--- src/rtl/event_sync_pkg.sv ---
// event_sync_pkg: shared types for the event synchronizer slice
package event_sync_pkg;

    typedef enum logic [1:0] {
        LEVEL_HIGH = 2'b00,
        RISING     = 2'b01,
        FALLING    = 2'b10,
        BOTH       = 2'b11
    } edge_mode_t;

endpackage

--- src/rtl/event_sync_channel.sv ---
// event_sync_channel: one channel of sync chain, glitch filter, edge detect and sticky pending
module event_sync_channel
    import event_sync_pkg::*;
#(
    parameter int   FLOP_NUMBER   = 3,
    parameter int   FILTER_CYCLES = 4,
    parameter logic RESET_VALUE   = 1'b0
) (
    input  logic       clk_i,
    input  logic       rst_i,
    input  logic       async_i,
    input  edge_mode_t mode_i,
    input  logic       enable_i,
    input  logic       clear_i,
    output logic       level_o,
    output logic       event_o,
    output logic       pending_o
);

    localparam int CW = (FILTER_CYCLES > 0) ? $clog2(FILTER_CYCLES + 1) : 1;

`ifdef XILINX
    (* ASYNC_REG = "TRUE" *)
`endif
    logic [FLOP_NUMBER-1:0] sync_q;
    logic [CW-1:0]          cnt_q;
    logic                   prev_q;
    logic                   s;
    logic                   rise;
    logic                   fall;
    logic                   fire;
    logic                   set;

    assign s = sync_q[FLOP_NUMBER-1];

    // synchronizer shift chain; the oldest stage is the synced value
    always_ff @(posedge clk_i) begin
        if (rst_i) sync_q <= {FLOP_NUMBER{RESET_VALUE}};
        else       sync_q <= {sync_q[FLOP_NUMBER-2:0], async_i};
    end

    // level follows s only after it has disagreed for FILTER_CYCLES+1 edges in a row
    always_ff @(posedge clk_i) begin
        if (rst_i) begin
            level_o <= RESET_VALUE;
            cnt_q   <= '0;
        end else if (s == level_o) begin
            cnt_q   <= '0;
        end else if (cnt_q == CW'(FILTER_CYCLES)) begin
            level_o <= s;
            cnt_q   <= '0;
        end else begin
            cnt_q   <= cnt_q + CW'(1);
        end
    end

    // edge qualification by mode; LEVEL_HIGH also keeps pending asserted while high
    always_comb begin
        rise = level_o & ~prev_q;
        fall = ~level_o & prev_q;
        fire = (mode_i == FALLING) ? fall : (mode_i == BOTH) ? (rise | fall) : rise;
        set  = enable_i & (fire | ((mode_i == LEVEL_HIGH) & level_o));
    end

    // previous level, registered event pulse and sticky pending (set beats clear)
    always_ff @(posedge clk_i) begin
        if (rst_i) begin
            prev_q    <= RESET_VALUE;
            event_o   <= 1'b0;
            pending_o <= 1'b0;
        end else begin
            prev_q    <= level_o;
            event_o   <= fire;
            pending_o <= set | (pending_o & ~clear_i);
        end
    end

endmodule

--- src/rtl/event_synchronizer.sv ---
// event_synchronizer: multi-channel asynchronous event capture with interrupt output
module event_synchronizer
    import event_sync_pkg::*;
#(
    parameter int                  CHANNELS      = 8,
    parameter int                  FLOP_NUMBER   = 3,
    parameter int                  FILTER_CYCLES = 4,
    parameter logic [CHANNELS-1:0] RESET_VALUE   = '0
) (
    input  logic                  clk_i,
    input  logic                  rst_i,
    input  logic [CHANNELS-1:0]   async_i,
    input  logic [2*CHANNELS-1:0] mode_i,
    input  logic [CHANNELS-1:0]   enable_i,
    input  logic [CHANNELS-1:0]   clear_i,
    output logic [CHANNELS-1:0]   level_o,
    output logic [CHANNELS-1:0]   event_o,
    output logic [CHANNELS-1:0]   pending_o,
    output logic                  irq_o
);

    for (genvar i = 0; i < CHANNELS; i++) begin : g_ch
        event_sync_channel #(
            .FLOP_NUMBER  (FLOP_NUMBER),
            .FILTER_CYCLES(FILTER_CYCLES),
            .RESET_VALUE  (RESET_VALUE[i])
        ) u_ch (
            .clk_i    (clk_i),
            .rst_i    (rst_i),
            .async_i  (async_i[i]),
            .mode_i   (edge_mode_t'(mode_i[2*i +: 2])),
            .enable_i (enable_i[i]),
            .clear_i  (clear_i[i]),
            .level_o  (level_o[i]),
            .event_o  (event_o[i]),
            .pending_o(pending_o[i])
        );
    end

    assign irq_o = |(pending_o & enable_i);

endmodule

--- config.mk ---
export PLATFORM = sky130hd
export DESIGN_NAME = event_synchronizer
export DESIGN_NICKNAME = d
export VERILOG_FILES = /design/src/rtl/event_sync_pkg.sv /design/src/rtl/event_sync_channel.sv /design/src/rtl/event_synchronizer.sv
export SDC_FILE = /design/constraint.sdc
export NUM_CORES = 1
export LEC_CHECK = 0
export BUFFER_PORTS_ARGS = -buffer_cell sky130_fd_sc_hd__clkbuf_2
export CORE_ASPECT_RATIO = 1.4
export CORE_MARGIN = 2
export CORE_UTILIZATION = 59
export DETAILED_ROUTE_END_ITERATION = 8
export GPL_TIMING_DRIVEN = 0
export PLACE_DENSITY = 0.84
export SLEW_MARGIN = 25
export SYNTH_ARGS = -nofsm -noshare
export SYNTH_HDL_FRONTEND = slang
export SYNTH_HIERARCHICAL = 1
export SYNTH_SLANG_ARGS = --single-unit
--- constraint.sdc ---
create_clock -name clk_i -period 3.8 [get_ports clk_i]
set_input_delay 0.57 -clock clk_i [delete_from_list [all_inputs] [get_ports clk_i]]
set_output_delay 0.57 -clock clk_i [all_outputs]
set_load 0.01 [all_outputs]
### Word level (Yosys, flattened, before mapping)

Cells that the tools add are included.

* output and inout bits: 25
* register bits after elaboration: 80
* logic and storage cells: 226
* input bits: 42

* eq/ne operators: 32
* mux-type cells: 16
* bitwise logic cells: 97
* $add $sub $neg: 8
* reductions and logical operators: 25

Operator list (number)
* $and 1x1->1: 40
* $eq 2x2->1 const B: 16
* $not 1->1: 32
* $add 3x1->3 const B: 8
* $eq 3x3->1 const B: 8
* $or 1x1->1: 24
* $reduce_or 3->1: 8
* $logic_not 2->1: 8
* $mux 1: 16
* $reduce_and 2->1: 8
* $and 8x8->8: 1
* $eq 1x1->1: 8
* $reduce_or 8->1: 1

### Depth between registers and ports, before layout

Gate-level depths: netlist (run 1).

* word-level depth: 8
* depth in mapped cells: 5
* depth with buffers taken out: 5

### By module

The synthesis (run 1) kept the hierarchy.

Modules (own cells, without submodules)
* event_sync_channel: times used 8, seq. area each 200.2 sq um, area an instance 439.2 sq um, cells each 44
* event_synchronizer: times used 1, seq. area each 0.0 sq um, area an instance 36.3 sq um, cells each 5

### Least setup slack after synthesis (run 1)

No wires, ideal clock.

* kind: in2out
* start: input enable_i[5]
* end: output irq_o
* stages: 2
* arrival: 879 ps
* path buffers: 0
* required time: 3230 ps
* slack: 2351 ps
* cell sequence: a22oi_1 -> nand4_1

* cells in the longest elaborated chain, start to end: 2

Ends and longest elaborated chain
* start, declared: RTL line event_synchronizer.sv:14 `input logic [CHANNELS-1:0] enable_i,`
* $and 8x8->8: RTL line event_synchronizer.sv:40 `assign irq_o = |(pending_o & enable_i);`
* $reduce_or 8->1: RTL line event_synchronizer.sv:40
* end, declared: RTL line event_synchronizer.sv:19 `output logic irq_o`

No other way between the ends.

### Worst setup path after layout (run 1)

* start: register g_ch[3].u_ch.pending_o
* end: output irq_o

* cells in the longest elaborated chain, start to end: 2

Ends and longest elaborated chain
* start, declared: RTL line event_sync_channel.sv:17 `output logic pending_o`
* start signal, assigned: RTL line event_sync_channel.sv:74 `pending_o <= set | (pending_o & ~clear_i);`
* $and 8x8->8: RTL line event_synchronizer.sv:40
* $reduce_or 8->1: RTL line event_synchronizer.sv:40

No other way between the ends.

==> reports/metrics.cfg, run 1 <==
[sta]
finalClockSkew_ns=0.00655
min_period_over_period=0.493
drv_slew=0
worst_pin_slew_ns=0.693
fin_crit_ns=1.87
setup_viol=0
fin_setup_tns_ns=0
fin_ws_ns=1.93
rsz0062_at_grt=no
hold_viol=0
whs_ns=0.424
relSlewSlack=0.538
fmax_mhz=534

[setup_path]
endpoint_kind=primary output
worstPathArrival_ns=1.30
crit_type=flip-flop to primary output
reg2reg_slack_ns=2.35
cp-start-kind=flip-flop
cp_max_fo=3
cp.required_ns=3.23

[floorplanning]
design.die.area_um2=6660
fp.coreArea_um2=5820
die_w_um=69.6
rows=33
ioPinCount=67
chipHeight_um=95.8
start_util=0.610

[yosys]
synth_ff_type=dfxtp_1
yosysSeqAreaShare=0.451
yosysMostFrequentCell=dfxtp_1
async_reset_ff_frac=0
synth_top_cell_area_share=0.451
synth-seq-cells=80
synth_top_cell_by_area=dfxtp_1
yosys-top-cells-count=80 x dfxtp_1, 40 x inv_1, 32 x ha_1, 32 x nor2b_1
netlist_area_um2=3550
synth_fp_nets=431
synth_warnings=6
synth_edf_count=0
synth.top_cells.by_area=dfxtp_1 45%, ha_1 11%, nor2b_1 5.6%
avgSynthCellArea_um2=9.94
syn-instance-count=357
yosys.cell_types.count=20

[pwr]
powerDensity_nw_per_um2=387
p_seq_frac=0.529
switchingPower_uw=339
swShare=0.209
internal_power_mw=1.28
power_frac_comb=0.050
irDropWorstVdd_mv=0.312
power.leakage_nw=1.80
total_power_mw=1.62
clockPowerShare=0.420

[layout]
area_growth_pct=18.0
fin_util=0.720
multi_input_area_um2=1800
finalNonFillerCells=509
design_area_um2=4190
diodes=0
fin_nets=508
drive_gt1_frac=0.257
regArea_um2=1600
num-fill-cells=444

[route]
drt-total-wl_um=6240
drt-initial-drc-count=76
drc=0
dr.pass1.iters=4
drtAntennaViolNets=0
wl_per_cell_um=12.2
vias=2655
vias_per_cell=5.22

[worst_hold_path]
min_path_type=input port to flip-flop

[clock_network]
hold_buffers=0
cts.sinks=80
clock_path_buffers=2
cts_buffers=9
cts_resized=0
postCtsSetupBuffers=0
h-tree-depth=3
path_clk_slew_ns=0.08
clk_latency_ns=0.35
cts_tree=yes
cts_root_buffer=clkbuf_8

[global_routing]
grt.overflow.total=0
grt_first_pass_wirelength_um=10900
grtUsageTotal=0.206
grt_max_degree=65
antenna_found_initial=0
first_global_vias=2650

[place]
dpl.hpwl_um=4680
placed_area_um2=3970
dp_slack_ns=1.97
dp.cells=493
gp_congestion=0.766
port_buffers=66

[status]
status=finished clean

[run]
drv_cap=0

==> layout make-up <==
cell class	count	area share
inverter	40	0.0358
tap	70	0.0209
clock buffer	11	0.0337
clock inverter	5	0.0188
timing repair buffer	66	0.0794
multi-input combinational	237	0.429
sequential	80	0.382
==> per-layer routing <==
| layer | wire length, um | GRT usage | vias to the layer above |
|---|---|---|---|
| met1 | 2610 | 0.221 | 1232 |
| li1 | - | - | 1339 |
| met3 | 330 | 0.0377 | 14 |
| met2 | 3130 | 0.376 | 70 |
| met5 | 0 | 0 | - |
| met4 | 167 | 0.129 | 0 |
==> worst paths after layout <==
| check | from | depth (start not counted) | to |
|---|---|---|---|
| setup / recovery | g_ch[3].u_ch/pending_o | 3 | irq_o |
| hold / removal | async_i[4] | 2 | g_ch[4].u_ch/sync_q[0] |
| setup reg to reg | g_ch[1].u_ch/level_o | 5 | g_ch[1].u_ch/pending_o |
| hold reg to reg | g_ch[4].u_ch/sync_q[1] | 1 | g_ch[4].u_ch/sync_q[2] |
==> cells by family (layout without fill, tap and decap cells) <==
family | after synthesis | in the layout | synth area share
compound gates | 52 | 52 | 0.107
flops | 80 | 80 | 0.451
xor+xnor | 8 | 8 | 0.0197
simple gates | 137 | 137 | 0.244
buf+inv | 40 | 122 | 0.0423
mux | 8 | 8 | 0.0226
fa+ha+maj | 32 | 32 | 0.113
==> power groups by stage <==
stage          registers (mW)  logic (mW)  clock network [mW]
3_3_place_gp            0.878      0.0793                   0
4_1_cts                 0.859      0.0824               0.701
3_5_place_dp            0.879      0.0819                   0
5_1_grt                 0.861      0.0912               0.727
6_report                0.859      0.0814               0.682
2_1_floorplan           0.878      0.0350                   0
==> placed cells by master (no fill, tap or decap), drive strengths merged <==
master	count
a21bo	8
a21boi	8
a21oi	16
a22oi	4
a41oi	8
and4	8
bufinv	2
clkbuf	77
clkinv	2
dfxtp	80
ha	32
inv	41
mux2i	8
nand2	24
nand2b	32
nand3	8
nand4	1
nor2	24
nor2b	32
nor3b	8
o31ai	8
xor2	8
==> critical path, stage by stage (launching register included) <==
cell      delay [ns]
dfxtp_1         0.34
a22oi_1         0.33
nand4_1         0.14
clkbuf_2        0.15
==> sequential cells by signal, summed over array words and instances (netlist names) <==
name                 cells
g_ch.u_ch/sync_q        24
g_ch.u_ch/level_o        8
g_ch.u_ch/pending_o      8
g_ch.u_ch/prev_q         8
g_ch.u_ch/event_o        8
g_ch.u_ch/cnt_q         24
Power figures use the tool's default switching activity.
==> run 2: changes to the inputs <==
--- a/config.mk
+++ b/config.mk
@@ -8,10 +8,10 @@
 export BUFFER_PORTS_ARGS = -buffer_cell sky130_fd_sc_hd__clkbuf_2
 export CORE_ASPECT_RATIO = 1.4
 export CORE_MARGIN = 2
-export CORE_UTILIZATION = 59
+export CORE_UTILIZATION = 55
 export DETAILED_ROUTE_END_ITERATION = 8
 export GPL_TIMING_DRIVEN = 0
-export PLACE_DENSITY = 0.84
+export PLACE_DENSITY = 0.79
 export SLEW_MARGIN = 25
 export SYNTH_ARGS = -nofsm -noshare
 export SYNTH_HDL_FRONTEND = slang
==> constraint.sdc (replaced) <==
create_clock -name clk_i -period 1.85 [get_ports clk_i]
set_input_delay 0.2775 -clock clk_i [delete_from_list [all_inputs] [get_ports clk_i]]
set_output_delay 0.2775 -clock clk_i [all_outputs]
set_load 0.01 [all_outputs]
==> run 2 against run 1 <==
Compared with the run above:
- critical endpoint unchanged
- total power is 110% higher
- non-clock buffer count stayed put
- clock power is 120% higher
- sequential power is 100% higher
- final cell count is 0.20% higher
- flip-flop and latch count stayed put
- highest routed layer unchanged
- critical path depth stayed put
- largest power group unchanged
- utilization is 4.2 points lower
- worst setup slack worse by 1.6 ns
==> reports/metrics.cfg, run 2 (synthesized netlist as in run 1, its figures left out) <==
[setup_path]
r2r-end=g_ch[4].u_ch/pending_o
reg2reg_slack_ns=0.37  ; -1.98 ns
worstPathArrival_ns=1.21  ; -0.09 ns
cp.required_ns=1.57  ; -1.66 ns
worstReg2RegStart=g_ch[4].u_ch/level_o
setup.worst_path.end=irq_o
cp_max_fo=3  ; unchanged
endpoint_kind=primary output
reg2reg_depth=5  ; unchanged
cp-startpoint=g_ch[5].u_ch/pending_o
cp-start-kind=flip-flop
crit_type=flip-flop to primary output

[place]
dpl.hpwl_um=4660  ; -0.49%
gp_congestion=0.769  ; +0.33%
dp_slack_ns=0.416  ; -1.56 ns
placed_area_um2=3970  ; about the same
port_buffers=66  ; unchanged
dp.cells=495  ; +0.41%

[global_routing]
first_global_vias=2623  ; -1.0%
grt.overflow.total=0  ; unchanged
grt_max_degree=65  ; unchanged
grtUsageTotal=0.190  ; -0.0161
grt_first_pass_wirelength_um=10800  ; -0.96%
antenna_found_initial=0  ; unchanged

[sta]
fin_ws_ns=0.358  ; -1.57 ns
drv_slew=0  ; unchanged
min_period_over_period=0.806
finalClockSkew_ns=0.00714  ; +0.000585 ns
fmax_mhz=670
fin_crit_ns=1.49
relSlewSlack=0.530  ; -0.00833
rsz0062_at_grt=no
fin_setup_tns_ns=0  ; unchanged
worst_pin_slew_ns=0.705  ; +0.0125 ns
setup_viol=0  ; unchanged
hold_viol=0  ; unchanged

[clock_network]
cts_tree=yes
cts_resized=0  ; unchanged
hold_buffers=0  ; unchanged
clock_path_buffers=2  ; unchanged
postCtsSetupBuffers=0  ; unchanged
path_clk_slew_ns=0.08  ; about the same
cts_root_buffer=clkbuf_8
cts_buffers=9  ; unchanged
clk_latency_ns=0.34  ; about the same
cts.sinks=80  ; unchanged
h-tree-depth=3  ; unchanged

[layout]
layout_common_cells=80 x dfxtp_1, 65 x clkbuf_2, 40 x inv_1
drive_gt1_frac=0.258  ; +0.000588
regArea_um2=1600  ; unchanged
design_area_um2=4210  ; +0.51%
fin_nets=508  ; unchanged
finalNonFillerCells=510  ; +0.20%
reg.largest.list=g_ch.u_ch/cnt_q (24), g_ch.u_ch/sync_q (24)
fin_util=0.678  ; -0.0417
final_common_cell=dfxtp_1
multi_input_area_um2=1800  ; unchanged
diodes=0  ; unchanged
num-fill-cells=498  ; +12%
area_growth_pct=18.6

[pwr]
power.leakage_nw=1.80  ; +0.45%
clockPowerShare=0.435  ; +0.015
internal_power_mw=2.74  ; +110%
swShare=0.199  ; -0.0101
irDropWorstVdd_mv=0.624  ; +100%
power_frac_comb=0.049  ; about the same
p_seq_frac=0.516  ; -0.013
switchingPower_uw=681  ; +100%
powerDensity_nw_per_um2=812  ; +110%

[run]
drv_cap=0  ; unchanged

[route]
drc=0  ; unchanged
drt-total-wl_um=6370  ; +2.2%
dr.pass1.iters=4  ; unchanged
drt-initial-drc-count=53  ; -30%
vias=2622  ; -1.2%
wl_per_cell_um=12.5  ; +2.0%
drtAntennaViolNets=0  ; unchanged
vias_per_cell=5.14  ; -1.4%

[floorplanning]
chipHeight_um=99.1  ; +3.4%
rows=34  ; +3.0%
fp.coreArea_um2=6210  ; +6.7%
die_w_um=71.9  ; +3.4%
start_util=0.572  ; -0.0382
ioPinCount=67  ; unchanged
design.die.area_um2=7120  ; +6.9%

[status]
status=finished clean

[worst_hold_path]
min_path_type=input port to flip-flop

[run 2: changes by cell type in the layout (fill, tap and decap cells not counted)]
cell	change
clkbuf_8	+3
clkbuf_1	-1
inv_6	-1
clkinv_2	-2
[run 2: critical path: stages (launching register included)]
cell and delay [ns]:
dfxtp_1 0.34, a22oi_1 0.27, nand4_1 0.12, clkbuf_2 0.14
[run 2: power by group through the flow]
| stage | Sequential, mW | Combinational (mW) | Clock (mW) |
|---|---|---|---|
| finish | 1.76 | 0.168 | 1.49 |
| global route | 1.77 | 0.187 | 1.59 |
| CTS | 1.76 | 0.170 | 1.52 |
| detailed placement | 1.80 | 0.169 | 0 |
| global placement | 1.80 | 0.165 | 0 |
| floorplan | 1.80 | 0.0719 | 0 |
[run 2: how the worst min path moves through the flow]
stage                                 startpoint                endpoint  slack (ns)  depth (start not counted)
after floorplan                            rst_i     g_ch[0].u_ch/prev_q        0.34                          1
after global placement    g_ch[5].u_ch/sync_q[0]  g_ch[5].u_ch/sync_q[1]        0.42                          1
after detailed placement  g_ch[3].u_ch/sync_q[0]  g_ch[3].u_ch/sync_q[1]        0.42                          1
after CTS                             async_i[3]  g_ch[3].u_ch/sync_q[0]        0.13                          2
after global routing                  async_i[4]  g_ch[4].u_ch/sync_q[0]        0.14                          2
final                                 async_i[1]  g_ch[1].u_ch/sync_q[0]        0.14                          2
[run 2: final cells by class]
type	count	area share
Timing Repair Buffer	66	0.0790
Clock buffer	13	0.0425
Tap cell	72	0.0214
Clock inverter	2	0.0143
Inverter	40	0.0357
Sequential cell	80	0.380
Multi-Input combinational cell	237	0.427
[run 2: per-layer routing]
metal / global-route usage / routed length [um]
met1: 0.213 / 2790
met5: 0 / 0
met2: 0.343 / 3210
met4: 0.0653 / 46
met3: 0.0491 / 327
[run 2: metrics by stage]
stage	total power, mW	hold slack [ns]
finish	3.42	0.143
global placement	1.97	0.417
floorplan	1.88	0.344
CTS	3.45	0.128
detailed placement	1.97	0.424
global route	3.54	0.141
==> run 3: changes to the inputs <==
--- a/config.mk
+++ b/config.mk
@@ -8,10 +8,10 @@
 export BUFFER_PORTS_ARGS = -buffer_cell sky130_fd_sc_hd__clkbuf_2
 export CORE_ASPECT_RATIO = 1.4
 export CORE_MARGIN = 2
-export CORE_UTILIZATION = 55
+export CORE_UTILIZATION = 50
 export DETAILED_ROUTE_END_ITERATION = 8
 export GPL_TIMING_DRIVEN = 0
-export PLACE_DENSITY = 0.79
+export PLACE_DENSITY = 0.76
 export SLEW_MARGIN = 25
 export SYNTH_ARGS = -nofsm -noshare
 export SYNTH_HDL_FRONTEND = slang
==> constraint.sdc (replaced) <==
create_clock -name clk_i -period 1.3 [get_ports clk_i]
set_input_delay 0.195 -clock clk_i [delete_from_list [all_inputs] [get_ports clk_i]]
set_output_delay 0.195 -clock clk_i [all_outputs]
set_load 0.01 [all_outputs]
==> run 3 against run 2 <==
Compared with the run above:
- register-to-register slack worse by 0.38 ns
- sequential share of layout area is 2.0 points lower
- critical endpoint is now g_ch[2].u_ch/pending_o
- the flow now finishes with violations (setup timing)
- critical path depth is 2 higher
- via count is 1.7% higher
- clock power is 50% higher
- utilization is 2.2 points lower
- flip-flop and latch count stayed put
- global-route usage is 1.7 points lower
- non-clock buffer count is 13 higher
==> reports/metrics.cfg, run 3 (synthesized netlist as in run 1, its figures left out) <==
[status]
status=finished with violations
violations=setup timing

[clock_network]
clk_latency_ns=0.35  ; about the same
cts.sinks=80  ; unchanged
path_clk_slew_ns=0.08  ; about the same
cts_root_buffer=clkbuf_8
h-tree-depth=3  ; unchanged
clock_path_buffers=2  ; unchanged
cts_buffers=9  ; unchanged
cts_tree=yes
hold_buffers=0  ; unchanged

[sta]
setup_viol=2  ; +2
worst_pin_slew_ns=0.770  ; +0.0651 ns
min_period_over_period=1.00
fin_ws_ns=-0.00509  ; -0.364 ns
hold_viol=0  ; unchanged
fin_crit_ns=1.31
relSlewSlack=0.486  ; -0.0434
rsz0062_at_grt=yes
fmax_mhz=766
drv_slew=0  ; unchanged
finalClockSkew_ns=0.00390  ; -0.00323 ns

[worst_hold_path]
min_path_type=input port to flip-flop
hp-start=async_i[4]
holdPathEnd=g_ch[4].u_ch/sync_q[0]
whs_path_depth=2  ; unchanged

[place]
dp.cells=518  ; +4.6%
dp_slack_ns=-0.0191  ; -0.435 ns
dpl.hpwl_um=4480  ; -3.7%
gp_congestion=0.719  ; -6.5%
port_buffers=66  ; unchanged
placed_area_um2=4010  ; +0.98%

[pwr]
irDropWorstVdd_mv=0.868  ; +39%
powerDensity_nw_per_um2=1100  ; +35%
total_power_mw=5.00  ; +46%
power.leakage_nw=1.97  ; +9.1%

[global_routing]
antenna_found_initial=0  ; unchanged
first_global_vias=2484  ; -5.3%
grtUsageTotal=0.173  ; -0.0171
grt_max_degree=65  ; unchanged
grt_first_pass_wirelength_um=10500  ; -2.7%
grt.overflow.total=0  ; unchanged

[floorplanning]
fp.coreArea_um2=6940  ; +12%
rows=36  ; +5.9%
design.die.area_um2=7800  ; +9.5%
chipHeight_um=104  ; +4.7%
ioPinCount=67  ; unchanged
start_util=0.512  ; -0.0598
die_w_um=75.2  ; +4.6%

[route]
drt-initial-drc-count=100  ; +89%
drc=0  ; unchanged
drt-total-wl_um=6700  ; +5.1%
drtAntennaViolNets=0  ; unchanged
vias_per_cell=4.88  ; -5.2%
wl_per_cell_um=12.2  ; -2.0%
vias=2667  ; +1.7%
dr.pass1.iters=4  ; unchanged

[layout]
diodes=0  ; unchanged
layout_common_cells=67 x dfxtp_1, 64 x clkbuf_2, 39 x inv_1
finalNonFillerCells=547  ; +7.3%
fin_nets=521  ; +2.6%
area_growth_pct=28.1
fin_util=0.656  ; -0.0224
final_common_cell=dfxtp_1
drive_gt1_frac=0.372  ; +0.114
design_area_um2=4550  ; +8.0%
reg.largest.list=g_ch.u_ch/cnt_q (24), g_ch.u_ch/sync_q (24)

[setup_path]
worstPathArrival_ns=1.54  ; +0.33 ns
cp_max_fo=4  ; +1
endpoint_kind=flip-flop
reg2reg_depth=5  ; unchanged
reg2reg_slack_ns=-0.005  ; -0.38 ns
worstReg2RegStart=g_ch[2].u_ch/level_o
r2r-end=g_ch[2].u_ch/pending_o
cp.required_ns=1.53  ; -0.04 ns
cp-start-kind=flip-flop
crit_type=flip-flop to flip-flop

[run]
drv_cap=0  ; unchanged

[run 3: cell count changes in the layout (fill, tap and decap cells not counted), moves of 6 or more]
cell      delta
a21boi_1     -7
a21boi_2     +7
a41oi_1      -6
a41oi_2      +6
buf_4       +13
dfxtp_1     -13
dfxtp_4      +9
nand2b_1     -7
nand2b_4     +7
[run 3: cell type report]
cell class,count,area [um^2]
clock buffer,11,151
clock inverter,5,103
fill,568,2390
inverter,40,150
multi-input combinational,237,1950
sequential,80,1640
tap,95,119
timing repair buffer,79,430
[run 3: metrics by stage]
stage	TNS, ns	hold slack [ns]
2_1_floorplan	0	0.257
3_3_place_gp	-16.06	0.402
3_5_place_dp	-0.0278	0.409
4_1_cts	-0.0229	0.0284
5_1_grt	-0.177	0.0410
6_report	-0.00635	0.0493
[run 3: routing by layer]
metal / wire, um / vias to the layer above / track usage
met3: 455 / 13 / 0.0399
met5: 0 / - / 0
met4: 170 / 0 / 0.0977
met1: 2780 / 1225 / 0.208
met2: 3300 / 63 / 0.276
li1: - / 1366 / -
[run 3: repair_timing]
action                     in CTS  in global routing
setup buffers                   4                  9
setup endpoints to repair       9                 13
pin swaps                       4                  4
hold endpoints to repair        0                  0
gates resized for setup        18                 25
[run 3: critical path, cell delays in order (launching register included)]
cell and delay [ns]:
dfxtp_4 0.35, buf_4 0.13, buf_4 0.13, ha_1 0.24
o31ai_2 0.24, a21boi_2 0.09
[run 3: power breakdown]
group	switching (mW)	internal (mW)	leakage [nW]	total (mW)
clock network	0.856	1.38	0.126	2.23
logic	0.134	0.136	1.18	0.270
registers	0.0203	2.47	0.658	2.49
total	1.01	3.99	1.97	5.00
[run 3: how the worst max path moves through the flow]
stage | start | endpoint | slack, ns | depth (start not counted)
2_1_floorplan | g_ch[0].u_ch/level_o | g_ch[0].u_ch/pending_o | 0.07 | 5
3_3_place_gp | rst_i | g_ch[6].u_ch/cnt_q[1] | -0.36 | 3
5_1_grt | g_ch[3].u_ch/pending_o | irq_o | -0.09 | 3
6_report | g_ch[2].u_ch/level_o | g_ch[2].u_ch/pending_o | -0.005 | 5
3_5_place_dp | g_ch[4].u_ch/level_o | g_ch[4].u_ch/pending_o | -0.02 | 5
4_1_cts | g_ch[3].u_ch/pending_o | irq_o | -0.02 | 3
